**src/rtl/divider.sv**
```systemverilog
// Iterative restoring divider for MIPS DIV/DIVU: one quotient bit per clock,
// with signs applied to the unsigned magnitudes in a final FINISH cycle.
module divider #(
  parameter int B = 32
) (
  input  logic         clk,
  input  logic         reset,
  input  logic         start,
  input  logic         is_signed,
  input  logic [B-1:0] dividend,
  input  logic [B-1:0] divisor,
  output logic         busy,
  output logic         done,
  output logic [B-1:0] quotient,
  output logic [B-1:0] remainder,
  output logic         div_by_zero
);

  localparam int CW = $clog2(B + 1);

  typedef enum logic [1:0] {
    IDLE   = 2'd0,
    RUN    = 2'd1,
    FINISH = 2'd2
  } state_t;

  state_t         state_q, state_d;
  logic [CW-1:0]  cnt_q, cnt_d;
  logic [B-1:0]   rem_q, rem_d;
  logic [B-1:0]   quo_q, quo_d;
  logic [B-1:0]   dsr_q, dsr_d;
  logic           sgn_q, sgn_d;
  logic           neg_dvd_q, neg_dvd_d;
  logic           neg_dsr_q, neg_dsr_d;
  logic           busy_q, busy_d;
  logic           done_q, done_d;
  logic [B-1:0]   quotient_q, quotient_d;
  logic [B-1:0]   remainder_q, remainder_d;
  logic           div_by_zero_q, div_by_zero_d;
  logic [B:0]     shifted_s;
  logic [B:0]     trial_s;
  logic           dbz_s;

  always_comb begin
    state_d       = state_q;
    cnt_d         = cnt_q;
    rem_d         = rem_q;
    quo_d         = quo_q;
    dsr_d         = dsr_q;
    sgn_d         = sgn_q;
    neg_dvd_d     = neg_dvd_q;
    neg_dsr_d     = neg_dsr_q;
    done_d        = 1'b0;
    quotient_d    = quotient_q;
    remainder_d   = remainder_q;
    div_by_zero_d = div_by_zero_q;
    // The partial remainder is always below the divisor, so B+1 bits hold the trial.
    shifted_s     = {rem_q, quo_q[B-1]};
    trial_s       = shifted_s - {1'b0, dsr_q};
    dbz_s         = (dsr_q == {B{1'b0}});

    case (state_q)
      IDLE: begin
        if (start) begin
          state_d   = RUN;
          sgn_d     = is_signed;
          neg_dvd_d = is_signed & dividend[B-1];
          neg_dsr_d = is_signed & divisor[B-1];
          quo_d     = (is_signed & dividend[B-1]) ? (~dividend + {{(B-1){1'b0}}, 1'b1}) : dividend;
          dsr_d     = (is_signed & divisor[B-1])  ? (~divisor  + {{(B-1){1'b0}}, 1'b1}) : divisor;
          rem_d     = {B{1'b0}};
          cnt_d     = CW'(B);
        end else begin
          state_d = IDLE;
        end
      end
      RUN: begin
        if (!trial_s[B]) begin
          rem_d = trial_s[B-1:0];
          quo_d = {quo_q[B-2:0], 1'b1};
        end else begin
          rem_d = shifted_s[B-1:0];
          quo_d = {quo_q[B-2:0], 1'b0};
        end
        cnt_d = cnt_q - CW'(1);
        if (cnt_q == CW'(1)) begin
          state_d = FINISH;
        end else begin
          state_d = RUN;
        end
      end
      FINISH: begin
        // A zero divisor leaves the dividend magnitude in rem, so re-signing restores the input.
        if (dbz_s) begin
          quotient_d = {B{1'b1}};
        end else if (sgn_q & (neg_dvd_q ^ neg_dsr_q)) begin
          quotient_d = ~quo_q + {{(B-1){1'b0}}, 1'b1};
        end else begin
          quotient_d = quo_q;
        end
        if (sgn_q & neg_dvd_q) begin
          remainder_d = ~rem_q + {{(B-1){1'b0}}, 1'b1};
        end else begin
          remainder_d = rem_q;
        end
        div_by_zero_d = dbz_s;
        done_d        = 1'b1;
        state_d       = IDLE;
      end
      default: begin
        state_d = IDLE;
      end
    endcase

    busy_d = (state_d != IDLE);
  end

  always_ff @(posedge clk or posedge reset) begin
    if (reset) begin
      state_q       <= IDLE;
      cnt_q         <= {CW{1'b0}};
      rem_q         <= {B{1'b0}};
      quo_q         <= {B{1'b0}};
      dsr_q         <= {B{1'b0}};
      sgn_q         <= 1'b0;
      neg_dvd_q     <= 1'b0;
      neg_dsr_q     <= 1'b0;
      busy_q        <= 1'b0;
      done_q        <= 1'b0;
      quotient_q    <= {B{1'b0}};
      remainder_q   <= {B{1'b0}};
      div_by_zero_q <= 1'b0;
    end else begin
      state_q       <= state_d;
      cnt_q         <= cnt_d;
      rem_q         <= rem_d;
      quo_q         <= quo_d;
      dsr_q         <= dsr_d;
      sgn_q         <= sgn_d;
      neg_dvd_q     <= neg_dvd_d;
      neg_dsr_q     <= neg_dsr_d;
      busy_q        <= busy_d;
      done_q        <= done_d;
      quotient_q    <= quotient_d;
      remainder_q   <= remainder_d;
      div_by_zero_q <= div_by_zero_d;
    end
  end

  assign busy        = busy_q;
  assign done        = done_q;
  assign quotient    = quotient_q;
  assign remainder   = remainder_q;
  assign div_by_zero = div_by_zero_q;

endmodule
```
**config.mk**
```make
export PLATFORM = sky130hd
export DESIGN_NAME = divider
export DESIGN_NICKNAME = d
export VERILOG_FILES = /design/src/rtl/divider.sv
export SDC_FILE = /design/constraint.sdc
export NUM_CORES = 1
export LEC_CHECK = 0
export BUFFER_PORTS_ARGS = -buffer_cell sky130_fd_sc_hd__clkbuf_2
export CORE_MARGIN = 4
export CORE_UTILIZATION = 59
export DETAILED_ROUTE_END_ITERATION = 8
export PLACE_DENSITY = 0.82
export SETUP_SLACK_MARGIN = 0.02
export SLEW_MARGIN = 10
export SYNTH_ARGS = -nofsm -noshare
export SYNTH_HDL_FRONTEND = slang
export SYNTH_SLANG_ARGS = --single-unit
export TNS_END_PERCENT = 5
```
**constraint.sdc**
```tcl
create_clock -name clk -period 9.5 [get_ports clk]
set_clock_uncertainty 0.15 [all_clocks]
set_input_delay 2.85 -clock clk [delete_from_list [all_inputs] [get_ports clk]]
set_output_delay 2.85 -clock clk [all_outputs]
set_load 0.01 [all_outputs]
```
==> metrics.txt <==
sequential group share of total power 0.294; #FFs+latches synth 174; Internal approximately 2.7 mW; Static Leak 5.63 nW; Max-slew headroom 0.382; Switch Pwr approximately 2.4 mW; Tcrit/Tclk final 0.535; worst endpoint required time between 9 and 10 ns; Die Span Y 145 um; arrival time worst endpoint 5.22 ns; run status finished, final reports clean; TritonCTS Buffers 17; Setup Buffers After CTS 0; # rows just under 50; Pre-antenna DRT Iters 5; crit path kind in2reg; setup TNS 0 ns; critical path cell sequence clkbuf_2 > or4_4 > or4_1 > nor3_1 > nand2_1 > nor2_1 > a21oi_1 > xnor2_1 > o21ai_0; Core Region between 15000 and 20000 um^2; Mapped Avg Cell Area about 8.6 um^2; antenna diode count 0; Seq/Total Area, Yosys 0.392; Sink Count about 170; CTS clk-pin slew, worst paths 0.06 ns; Max Root-Sink Buffers 2; Root Buffer clkbuf_16; Gate Count Post-Synth 1295; Post-synth EDFFs 0; GRT Total Usage 0.260; RSZ-0062 raised after global routing false; starting density of the core 0.609; Worst Hold Class reg2reg; Yosys cell types 73; max-slew violations 0; drt initial violations between 700 and 800; DR vias/cell about 6.0; clk_lat worst skew around 0.44 ns; Post-DP HPWL between 20000 and 25000 um; antenna viol nets, final 0; hold_buf cts 0; sw frac 0.470; async set or reset register ratio after synthesis 1.00; # setup viols final 0; max incr delay on CP ~0.56 ns; Design Area, Final 12500 um^2; width of the die ~150 um; final wirelength 27700 um; minimum clock period about 5.1 ns; Worst-Margin Slew just over 0.9 ns; die area about 21000 um^2; residual DRC count 0; global-route wire length before repair between 40000 and 50000 um; most common cell after layout, fill and taps aside dfrtp_1; RePlAce Congestion about 0.93; CTS tree yes; max-cap violations 0; share of layout cells above drive strength 1 0.141; average wire per standard cell between 15 and 20 um; Power Dens Cells about 420 nW/um^2; largest net degree at the start of global routing 101; fmax between 150 and 200 MHz; vias in the first global route approximately 9000; Fillers 1509; final hold viol count 0; Syn. warnings 0; ys flop type dfrtp_1; Worst setup EP type register; IO Count 135; dpl cell area roughly 12000 um^2; Tot Pwr 5.18 mW; crit start category input pin; Final nets 1500; H-tree depth 4; Max IR drop VDD approximately 260 uV; combinational power share 0.576; Port Buffers ~130; post-synthesis instance area ~11000 um^2; initial antenna violation count 0; Post-CTS Resized 0; Clock Power Share 0.131; CP Max Fanout 5; syn nets about 1400; slowest CP cell or4_4; Layout Area Growth over Synthesis 12.1%; via count between 9000 and 10000; total grt overflow 0; commonest cells after routing, fill and taps aside 174 x dfrtp_1, 148 x nand2_1, 134 x o21ai_0, 134 x clkbuf_2, 106 x a21oi_1
==> worst max-delay path, delay by kind of cell <==
kind / cells / cell delay [ns]
xor+xnor: 1 / 0.18
simple gates: 5 / 1.84
buf+inv: 1 / 0.11
compound gates: 2 / 0.25
==> state kept, by name, summed over array words and instances, names as in the netlist <==
signal,cells
done,1
dsr_q,32
neg_dsr_q,1
div_by_zero,1
busy,1
cnt_q,6
rem_q,32
quo_q,32
quotient,32
sgn_q,1
neg_dvd_q,1
state_q,2
remainder,32
==> worst paths after layout <==
| path | cells past startpoint | slack, ns | endpoint | startpoint |
|---|---|---|---|---|
| max | 9 | 4.42 | quo_q[25] | dividend[8] |
| min | 2 | 0.33 | remainder[13] | remainder[13] |
| max reg2reg | 14 | 5.45 | rem_q[21] | quo_q[31] |
| min reg2reg | 2 | 0.33 | remainder[13] | remainder[13] |
| max in group asynchronous | 3 | 5.26 | dsr_q[20] | reset |
| min in group asynchronous | 2 | 2.41 | quotient[21] | reset |
==> layer usage <==
metal,wire (um),up-vias,part of all wire,global-route usage
li1,-,4776,-,-
met1,13900,4607,0.50,0.421
met2,11500,359,0.42,0.364
met3,1890,31,0.068,0.0474
met4,380,0,0.014,0.0513
met5,0,-,0,0
==> cells by family (layout without fill, tap and decap cells) <==
group / Yosys count / after routing / synth area share
and+or+nand+nor: 390 / 390 / 0.165
DFF: 174 / 174 / 0.392
muxes: 27 / 27 / 0.0245
AOI/OAI and AO/OA: 397 / 397 / 0.216
adders and majority gates: 39 / 39 / 0.0446
buffers and inverters: 122 / 232 / 0.0433
xor gates and xnor gates: 146 / 146 / 0.116
==> cells in the mapped netlist, drive strengths merged (3+ instances only) <==
| library cell | count | area (um^2) |
|---|---|---|
| dfrtp | 174 | 4350 |
| o21ai | 157 | 790 |
| nand2 | 149 | 559 |
| a21oi | 106 | 531 |
| nor2 | 99 | 374 |
| xnor2 | 86 | 753 |
| xor2 | 60 | 533 |
| inv | 59 | 221 |
| clkbuf | 57 | 214 |
| ha | 38 | 475 |
| a22oi | 30 | 225 |
| nor3 | 27 | 145 |
| mux2i | 25 | 250 |
| nor4 | 22 | 138 |
| nand3 | 20 | 100 |
| a21o | 17 | 128 |
| nand2b | 17 | 106 |
| nor2b | 15 | 93.8 |
| o31ai | 14 | 105 |
| o41ai | 13 | 140 |
| a31oi | 12 | 75.1 |
| and2 | 8 | 52.6 |
| o211ai | 7 | 57.6 |
| or3 | 7 | 43.8 |
| or4 | 7 | 63.8 |
| buf | 5 | 42.5 |
| nor3b | 5 | 42.5 |
| o311ai | 5 | 43.8 |
| a211oi | 4 | 30.0 |
| and3 | 4 | 30.0 |
| nand4 | 4 | 25.0 |
| o21a | 4 | 30.0 |
| a311oi | 3 | 26.3 |
| o21bai | 3 | 22.5 |
==> cell type report <==
type / instances / area [um^2] / area share
well taps: 229 / 287 / 0.0230
flip-flops and latches: 174 / 4350 / 0.349
repair buffers: 141 / 723 / 0.0580
multi-input cells: 999 / 6320 / 0.507
clock buffers: 17 / 425 / 0.0341
inverters: 60 / 230 / 0.0185
clock inverters: 14 / 133 / 0.0106
==> power by group through the flow <==
stage | Clock (mW) | Combinational [mW] | Sequential, mW
floorplan | 0 | 2.29 | 1.42
global placement | 0 | 2.86 | 1.50
detailed placement | 0 | 2.92 | 1.52
CTS | 0.680 | 2.95 | 1.51
global route | 0.716 | 3.31 | 1.57
finish | 0.676 | 2.98 | 1.52
==> through the flow <==
stage	utilization	setup WS [ns]	hold slack, ns	cells
2_1_floorplan	-	1.78	0.308	1295
3_3_place_gp	0.652	4.12	0.311	1603
3_5_place_dp	0.652	4.02	0.320	1603
4_1_cts	0.682	4.47	0.335	1634
5_1_grt	0.683	4.25	0.361	1634
6_report	0.683	4.42	0.325	1634
Note: power is estimated with default switching activity, not from simulation.
